--- src/rtl/alu_pkg.sv ---
// Shared definitions for the EX-stage ALU: opcode encoding, FSM states and
// the mul/div opcode classifier.
package alu_pkg;

    localparam int unsigned OP_W = 5;

    typedef enum logic [OP_W-1:0] {
        OP_SLL   = 5'd0,
        OP_SRA   = 5'd1,
        OP_SRL   = 5'd2,
        OP_ADD   = 5'd3,
        OP_SUB   = 5'd4,
        OP_AND   = 5'd5,
        OP_OR    = 5'd6,
        OP_XOR   = 5'd7,
        OP_NOR   = 5'd8,
        OP_CMP   = 5'd9,
        OP_CMPU  = 5'd10,
        OP_MULT  = 5'd16,
        OP_MULTU = 5'd17,
        OP_DIV   = 5'd18,
        OP_DIVU  = 5'd19,
        OP_MFHI  = 5'd20,
        OP_MFLO  = 5'd21,
        OP_MTHI  = 5'd22,
        OP_MTLO  = 5'd23
    } op_e;

    typedef enum logic [1:0] {
        ST_IDLE = 2'd0,
        ST_MUL  = 2'd1,
        ST_DIV  = 2'd2
    } state_e;

    // True for the four iterative opcodes that occupy md_iter.
    function automatic logic is_muldiv(input logic [OP_W-1:0] op);
        return (op == OP_MULT) || (op == OP_MULTU) ||
               (op == OP_DIV)  || (op == OP_DIVU);
    endfunction

endpackage

--- src/rtl/md_iter.sv ---
// Iterative multiply / restoring divide over a shared 2*WIDTH accumulator.
// One bit per clock, WIDTH steps; the first step is taken on the start edge,
// so o_done_c rises in the WIDTH-th cycle after start.
// Operands are made unsigned first; the sign is restored on the way out.
// Ports:
//   clk, rst            clock, async active-high reset
//   i_flush             abandon the running operation
//   i_start             load operands and begin (one-cycle pulse)
//   i_is_div            1 = divide, 0 = multiply
//   i_is_signed         treat operands as two's complement
//   i_a, i_b            multiplicand/dividend, multiplier/divisor
//   o_done_c            result valid on o_hi_c/o_lo_c this cycle
//   o_hi_c, o_lo_c      product high/low or remainder/quotient
module md_iter #(
    parameter int unsigned WIDTH = 32
) (
    input  logic             clk,
    input  logic             rst,
    input  logic             i_flush,
    input  logic             i_start,
    input  logic             i_is_div,
    input  logic             i_is_signed,
    input  logic [WIDTH-1:0] i_a,
    input  logic [WIDTH-1:0] i_b,
    output logic             o_done_c,
    output logic [WIDTH-1:0] o_hi_c,
    output logic [WIDTH-1:0] o_lo_c
);

    localparam int unsigned SHW = $clog2(WIDTH);
    localparam int unsigned AW  = 2 * WIDTH;

    logic             r_run;
    logic [SHW-1:0]   r_cnt;
    logic [AW-1:0]    r_acc;
    logic [WIDTH-1:0] r_opb;
    logic             r_is_div;
    logic             r_neg_q;
    logic             r_neg_r;
    logic             r_div0;

    logic             w_a_neg;
    logic             w_b_neg;
    logic [WIDTH-1:0] w_a_abs;
    logic [WIDTH-1:0] w_b_abs;
    logic [AW-1:0]    w_src_acc;
    logic [WIDTH-1:0] w_src_b;
    logic             w_src_div;
    logic [WIDTH:0]   w_mul_sum;
    logic [AW-1:0]    w_mul_next;
    logic [WIDTH:0]   w_div_r;
    logic [WIDTH:0]   w_div_diff;
    logic             w_div_ge;
    logic [AW-1:0]    w_div_next;
    logic [AW-1:0]    w_step;
    logic [AW-1:0]    w_prod;
    logic [WIDTH-1:0] w_quo;
    logic [WIDTH-1:0] w_rem;

    // Sign pre-correction.
    assign w_a_neg = i_is_signed & i_a[WIDTH-1];
    assign w_b_neg = i_is_signed & i_b[WIDTH-1];
    assign w_a_abs = w_a_neg ? (~i_a + WIDTH'(1)) : i_a;
    assign w_b_abs = w_b_neg ? (~i_b + WIDTH'(1)) : i_b;

    // On the start edge the step operates on the freshly prepared operands.
    assign w_src_acc = i_start ? {WIDTH'(0), w_a_abs} : r_acc;
    assign w_src_b   = i_start ? w_b_abs : r_opb;
    assign w_src_div = i_start ? i_is_div : r_is_div;

    // Shift-add: conditionally add into the high half, then shift right with carry.
    assign w_mul_sum  = {1'b0, w_src_acc[AW-1:WIDTH]} +
                        (w_src_acc[0] ? {1'b0, w_src_b} : (WIDTH+1)'(0));
    assign w_mul_next = {w_mul_sum, w_src_acc[WIDTH-1:1]};

    // Restoring divide: shift one dividend bit into the remainder, trial-subtract.
    assign w_div_r    = w_src_acc[AW-1:WIDTH-1];
    assign w_div_diff = w_div_r - {1'b0, w_src_b};
    assign w_div_ge   = ~w_div_diff[WIDTH];
    assign w_div_next = {(w_div_ge ? w_div_diff[WIDTH-1:0] : w_div_r[WIDTH-1:0]),
                         w_src_acc[WIDTH-2:0], w_div_ge};

    assign w_step = w_src_div ? w_div_next : w_mul_next;

    // Iteration state.
    always_ff @(posedge clk or posedge rst) begin
        if (rst) begin
            r_run    <= 1'b0;
            r_cnt    <= '0;
            r_acc    <= '0;
            r_opb    <= '0;
            r_is_div <= 1'b0;
            r_neg_q  <= 1'b0;
            r_neg_r  <= 1'b0;
            r_div0   <= 1'b0;
        end else if (i_flush) begin
            r_run <= 1'b0;
        end else if (i_start) begin
            r_run    <= 1'b1;
            r_cnt    <= SHW'(WIDTH - 1);
            r_acc    <= w_step;
            r_opb    <= w_b_abs;
            r_is_div <= i_is_div;
            r_neg_q  <= w_a_neg ^ w_b_neg;
            r_neg_r  <= w_a_neg;
            r_div0   <= i_is_div && (i_b == '0);
        end else if (r_run) begin
            if (r_cnt == '0) begin
                r_run <= 1'b0;
            end else begin
                r_acc <= w_step;
                r_cnt <= r_cnt - SHW'(1);
            end
        end
    end

    // Sign post-correction. A zero divisor leaves quotient all-ones and the
    // remainder equal to the dividend, so only the remainder gets its sign back.
    assign w_prod = r_neg_q ? (~r_acc + AW'(1)) : r_acc;
    assign w_quo  = (r_neg_q && !r_div0) ? (~r_acc[WIDTH-1:0] + WIDTH'(1)) : r_acc[WIDTH-1:0];
    assign w_rem  = r_neg_r ? (~r_acc[AW-1:WIDTH] + WIDTH'(1)) : r_acc[AW-1:WIDTH];

    assign o_done_c = r_run && (r_cnt == '0);
    assign o_hi_c   = r_is_div ? w_rem : w_prod[AW-1:WIDTH];
    assign o_lo_c   = r_is_div ? w_quo : w_prod[WIDTH-1:0];

endmodule

--- src/rtl/alu_md.sv ---
// EX-stage integer ALU with registered result, valid/ready handshake,
// HI/LO registers and an iterative multiply/divide unit.
// Ports:
//   clk, rst             clock, async active-high reset
//   flush                cancel any in-flight op, block accept this cycle
//   in_valid / in_ready  op handshake (in_ready combinational)
//   op, in1, in2         opcode and operands
//   out_valid/out_ready  result handshake
//   out, equal, ovf      result, (in1==in2) of the op, signed ADD/SUB overflow
//   busy                 multiply/divide in progress
module alu_md
    import alu_pkg::*;
#(
    parameter int unsigned WIDTH = 32
) (
    input  logic             clk,
    input  logic             rst,
    input  logic             flush,
    input  logic             in_valid,
    output logic             in_ready,
    input  logic [OP_W-1:0]  op,
    input  logic [WIDTH-1:0] in1,
    input  logic [WIDTH-1:0] in2,
    output logic             out_valid,
    input  logic             out_ready,
    output logic [WIDTH-1:0] out,
    output logic             equal,
    output logic             ovf,
    output logic             busy
);

    localparam int unsigned SHW = $clog2(WIDTH);

    state_e           r_state;
    state_e           w_next_state;
    logic [WIDTH-1:0] r_out;
    logic             r_equal;
    logic             r_ovf;
    logic             r_out_valid;
    logic [WIDTH-1:0] r_hi;
    logic [WIDTH-1:0] r_lo;

    logic             w_accept;
    logic             w_md_start;
    logic             w_md_div;
    logic             w_md_signed;
    logic [SHW-1:0]   w_shamt;
    logic [WIDTH-1:0] w_sum;
    logic [WIDTH-1:0] w_diff;
    logic [WIDTH-1:0] w_alu_res;
    logic             w_alu_ovf;
    logic             w_md_done_c;
    logic [WIDTH-1:0] w_md_hi_c;
    logic [WIDTH-1:0] w_md_lo_c;

    // Handshake and mul/div dispatch.
    assign in_ready    = (r_state == ST_IDLE) && (!r_out_valid || out_ready);
    assign w_accept    = in_valid && in_ready && !flush;
    assign w_md_start  = w_accept && is_muldiv(op);
    assign w_md_div    = (op == OP_DIV)  || (op == OP_DIVU);
    assign w_md_signed = (op == OP_MULT) || (op == OP_DIV);

    assign w_shamt = in2[SHW-1:0];
    assign w_sum   = in1 + in2;
    assign w_diff  = in1 - in2;

    // Single-cycle result and overflow.
    always_comb begin
        w_alu_res = '0;
        w_alu_ovf = 1'b0;
        case (op)
            OP_SLL:  w_alu_res = in1 << w_shamt;
            OP_SRA:  w_alu_res = $signed(in1) >>> w_shamt;
            OP_SRL:  w_alu_res = in1 >> w_shamt;
            OP_ADD: begin
                w_alu_res = w_sum;
                w_alu_ovf = (in1[WIDTH-1] == in2[WIDTH-1]) && (w_sum[WIDTH-1] != in1[WIDTH-1]);
            end
            OP_SUB: begin
                w_alu_res = w_diff;
                w_alu_ovf = (in1[WIDTH-1] != in2[WIDTH-1]) && (w_diff[WIDTH-1] != in1[WIDTH-1]);
            end
            OP_AND:  w_alu_res = in1 & in2;
            OP_OR:   w_alu_res = in1 | in2;
            OP_XOR:  w_alu_res = in1 ^ in2;
            OP_NOR:  w_alu_res = ~(in1 | in2);
            OP_CMP:  w_alu_res = WIDTH'($signed(in1) < $signed(in2));
            OP_CMPU: w_alu_res = WIDTH'(in1 < in2);
            OP_MFHI: w_alu_res = r_hi;
            OP_MFLO: w_alu_res = r_lo;
            OP_MTHI: w_alu_res = in1;
            OP_MTLO: w_alu_res = in1;
            default: w_alu_res = '0;
        endcase
    end

    // FSM state register.
    always_ff @(posedge clk or posedge rst) begin
        if (rst) begin
            r_state <= ST_IDLE;
        end else begin
            r_state <= w_next_state;
        end
    end

    // FSM next state.
    always_comb begin
        w_next_state = r_state;
        if (flush) begin
            w_next_state = ST_IDLE;
        end else begin
            case (r_state)
                ST_IDLE: begin
                    if (w_md_start) begin
                        w_next_state = w_md_div ? ST_DIV : ST_MUL;
                    end
                end
                ST_MUL, ST_DIV: begin
                    if (w_md_done_c) begin
                        w_next_state = ST_IDLE;
                    end
                end
                default: w_next_state = ST_IDLE;
            endcase
        end
    end

    // Result register, flags and HI/LO.
    always_ff @(posedge clk or posedge rst) begin
        if (rst) begin
            r_out       <= '0;
            r_equal     <= 1'b0;
            r_ovf       <= 1'b0;
            r_out_valid <= 1'b0;
            r_hi        <= '0;
            r_lo        <= '0;
        end else if (flush) begin
            r_out_valid <= 1'b0;
        end else begin
            if (r_out_valid && out_ready) begin
                r_out_valid <= 1'b0;
            end
            if (w_accept) begin
                r_equal <= (in1 == in2);
                if (w_md_start) begin
                    r_ovf <= 1'b0;
                end else begin
                    r_out       <= w_alu_res;
                    r_ovf       <= w_alu_ovf;
                    r_out_valid <= 1'b1;
                    if (op == OP_MTHI) r_hi <= in1;
                    if (op == OP_MTLO) r_lo <= in1;
                end
            end
            if (w_md_done_c) begin
                r_hi        <= w_md_hi_c;
                r_lo        <= w_md_lo_c;
                r_out       <= w_md_lo_c;
                r_out_valid <= 1'b1;
            end
        end
    end

    md_iter #(
        .WIDTH (WIDTH)
    ) u_md_iter (
        .clk         (clk),
        .rst         (rst),
        .i_flush     (flush),
        .i_start     (w_md_start),
        .i_is_div    (w_md_div),
        .i_is_signed (w_md_signed),
        .i_a         (in1),
        .i_b         (in2),
        .o_done_c    (w_md_done_c),
        .o_hi_c      (w_md_hi_c),
        .o_lo_c      (w_md_lo_c)
    );

    assign out       = r_out;
    assign equal     = r_equal;
    assign ovf       = r_ovf;
    assign out_valid = r_out_valid;
    assign busy      = (r_state != ST_IDLE);

endmodule

--- config.mk ---
export PLATFORM = sky130hd
export DESIGN_NAME = alu_md
export DESIGN_NICKNAME = d
export VERILOG_FILES = /design/src/rtl/alu_pkg.sv /design/src/rtl/md_iter.sv /design/src/rtl/alu_md.sv
export SDC_FILE = /design/constraint.sdc
export NUM_CORES = 2
export LEC_CHECK = 0
export CAP_MARGIN = 15
export CORE_MARGIN = 1
export CORE_UTILIZATION = 45
export CTS_CLUSTER_DIAMETER = 200
export DETAILED_ROUTE_END_ITERATION = 8
export SKIP_CTS_REPAIR_TIMING = 1
export SYNTH_ARGS = -nofsm -noshare
export SYNTH_HDL_FRONTEND = slang
export SYNTH_SLANG_ARGS = --single-unit
export TNS_END_PERCENT = 20
--- constraint.sdc ---
create_clock -name clk -period 9.47 [get_ports clk]
set_input_delay 1.894 -clock clk [delete_from_list [all_inputs] [get_ports clk]]
set_output_delay 1.894 -clock clk [all_outputs]
set_load 0.02 [all_outputs]
==> impl_metrics.ini <==
[detailed_routing]
wl_per_cell_um = 31.4
viasPerCell = 6.99
drt_iter0_markers = 4254
drt_wl_total_mm = 132
drt_drc_violations_left = 18
vias = 29400
firstDrtPassIters = 9
ant_nets = 0

[setup_path]
r2r_end = u_md_iter.r_acc[62]
worstReg2RegStart = r_state[1]
critical_path_arrival_ns = 8.79
startpoint = in1[2]
cp_data_required_time_ns = 9.95
critical_path_class = in2reg
crit_end = u_md_iter.r_acc[35]
critical_path.max_fanout = 25
worstSetupStartpointType = input pin
endpoint_kind = flop
r2r_slack_ns = 3.49
reg2reg_depth = 21

[finish]
fin_area_mm2 = 0.0278
nFillCells = 5437
drive_gt1_share_pct = 7.52
regArea_mm2 = 0.00518
fin_cells = 4210
nets = 3681
multi_input_area_mm2 = 0.0184
synthToLayoutAreaGrowth_pct = 10.8

[min_path]
holdCritPathClass = reg2reg

[timing]
hold_violations = 0
post-route-period-util_pct = 87.7
worst_pin_slew_ns = 1.34
fin_worst_skew_ns = 0.0264
min_period_ns = 8.31
relSlewSlack_pct = 10.0
rsz0062_at_grt = no
slew_viol_final = 0
fmax_ghz = 0.120
final-setup-viol-count = 0
fin_ws_ns = 1.16
setup-tns-final_ns = 0

[synthesis]
synth_nets = 3705
yosys_warnings = 0
syn-mean-instance-area_um2 = 7.23
synth_edf_count = 0
synthArstFlopShare_pct = 100
yosysUniqueCellTypes = 99
ys.flop_type = dfrtp_1
synthCells = 3466
synthesis.area_mm2 = 0.0250
ys_seq_elements = 207
ys_seq_area_share_pct = 20.7

[floorplanning]
pin_count = 111
start_util_pct = 45.5
core_mm2 = 0.0551
die_y_um = 238
num_rows = 86
dieArea_mm2 = 0.0566
dieWidth_um = 238

[global_route]
grt_max_degree = 83
grt_pass1_wl_mm = 190
grt.total_usage_pct = 45.6
grt.overflow.total = 0
grt_pass1_vias = 27200
antenna_found_initial = 7

[cts]
htree_levels = 1
cts_tree = built
cts_made_buffers = 27
clock_latency_ns = 0.60
clockRootBuffer = clkbuf_16
cts.sinks = 207
clock_tree.buffer_depth = 3
path_clk_slew_ns = 0.06

[run]
max_cap_viol_count = 0

[pwr]
peakVddDrop_uv = 196
power_mw = 6.11
power.density_mw_per_mm2 = 220
p_leak_nw = 11.7

[placed_design]
dpl-instance-area_mm2 = 0.0269
gp_congestion = 1.10
port_buffers = 110
dp.cells = 4161
pre_cts_slack_ns = 0.853
dp_hpwl_mm = 101

[status]
outcome = finished with violations
violations = design-rule violations
routing by layer:
layer	share of wire (%)	global-route usage [%]	routed length, um	vias to the layer above
met5	0.082	1.04	108	-
met4	8.7	32.3	11500	6
met3	12	11.3	15700	565
met2	43	69.4	56500	2317
met1	37	56.2	48600	14000
li1	-	-	-	12500
critical path, cell delays in order:
cell	delay, ns
clkdlybuf4s50_1	0.44
nor4_1	1.12
and3_1	0.33
and2_1	0.34
nand2_1	0.13
nor3_1	0.74
a31oi_1	0.18
nor3_1	0.18
a21oi_1	0.14
ha_1	0.23
inv_1	0.07
ha_1	0.20
o21ai_0	0.12
a211oi_2	0.37
a41oi_2	0.29
or3_4	0.49
nand3b_2	0.11
nand3_2	0.39
buf_12	0.34
o21ai_0	0.18
o31ai_1	0.10
a211oi_1	0.29
nor2_1	0.07
sequential cells by signal, indices dropped and copies added (netlist names):
name and count:
out 32, r_state 2, u_md_iter.r_acc 64, u_md_iter.r_opb 32
u_md_iter.r_run 1, u_md_iter.r_div0 1, out_valid 1, r_hi 32
equal 1, u_md_iter.r_neg_r 1, u_md_iter.r_is_div 1, u_md_iter.r_cnt 5
r_lo 32, u_md_iter.r_neg_q 1, ovf 1
cells in the mapped netlist, types with 21 or more instances:
cell type  count  area [um^2]
a21oi_1      385         1930
ha_1         163         2040
xor2_1        44          385
or3_1         41          257
xnor2_1      131         1150
and3_1        22          138
o31ai_1       31          233
mux2i_1       71          711
nor4_1        21          131
mux4_2        36          811
and2_1        40          250
buf_1         39          146
inv_1        150          563
o211ai_1      41          308
o21bai_1      29          218
a211oi_1      39          293
dfrtp_1      207         5180
nor2_1       471         1770
nand3_1       47          235
a222oi_1      24          240
o22ai_1       26          163
o21ai_0      271         1360
a221oi_1      30          263
clkbuf_1     206          773
nand2_1      345         1290
nand2b_1      25          156
o21a_1        22          165
a22oi_1       21          158
a21o_1        62          465
nor3_1        67          335
a31oi_1       59          369
cell families after synthesis:
group | Yosys count | synth area share (%)
AO/OA/AOI/OAI | 1213 | 30.8
XOR/XNOR | 176 | 6.18
adder cells (fa/ha/maj) | 166 | 8.34
buffers and inverters | 417 | 6.36
flip-flops | 207 | 20.7
multiplexers | 118 | 6.57
AND/OR/NAND/NOR | 1169 | 21.0
placed cells by master, fill, tap and decap left out, types with 40 or more instances in the layout:
master and count:
dfrtp_1 207, clkdlybuf4s50_1 105, a31oi_1 59, ha_1 163, xor2_1 44, nand2_1 344, nand3_1 46, nor3_1 66
nor2_1 465, mux2i_1 71, a21oi_1 383, a21o_1 61, or3_1 40, xnor2_1 131, o21ai_0 271, buf_4 97
o211ai_1 41, inv_1 148
through the flow:
step | util, % | hold slack (ns)
5_1_grt | 50.4 | 0.495
6_report | 50.4 | 0.479
4_1_cts | 50.4 | 0.479
3_3_place_gp | 48.8 | 0.452
3_5_place_dp | 48.8 | 0.467
2_1_floorplan | - | 0.448
final cells by class:
| type | instances | share of cell area [%] |
|---|---|---|
| timing repair buffer | 209 | 6.64 |
| inverter | 155 | 2.12 |
| clock buffer | 36 | 2.74 |
| antenna | 5 | 0.0451 |
| sequential | 207 | 18.7 |
| clock inverter | 8 | 0.320 |
| multi-input combinational | 2842 | 66.1 |
| tap | 748 | 3.37 |
power by group:
part	internal (mW)	switching (mW)
combinational	1.40	2.24
clock	0.586	0.447
sequential	1.11	0.322
total	3.10	3.01
how the worst min path moves through the flow:
stage / startpoint / cells past startpoint / slack [ns] / endpoint
3_5_place_dp: r_hi[22] / 2 / 0.47 / r_hi[22]
6_report: r_hi[22] / 2 / 0.48 / r_hi[22]
5_1_grt: r_hi[6] / 2 / 0.49 / r_hi[6]
2_1_floorplan: r_hi[22] / 2 / 0.45 / r_hi[22]
3_3_place_gp: out[18] / 2 / 0.45 / out[18]
4_1_cts: r_hi[22] / 2 / 0.48 / r_hi[22]
Power figures use the tool's default switching activity.
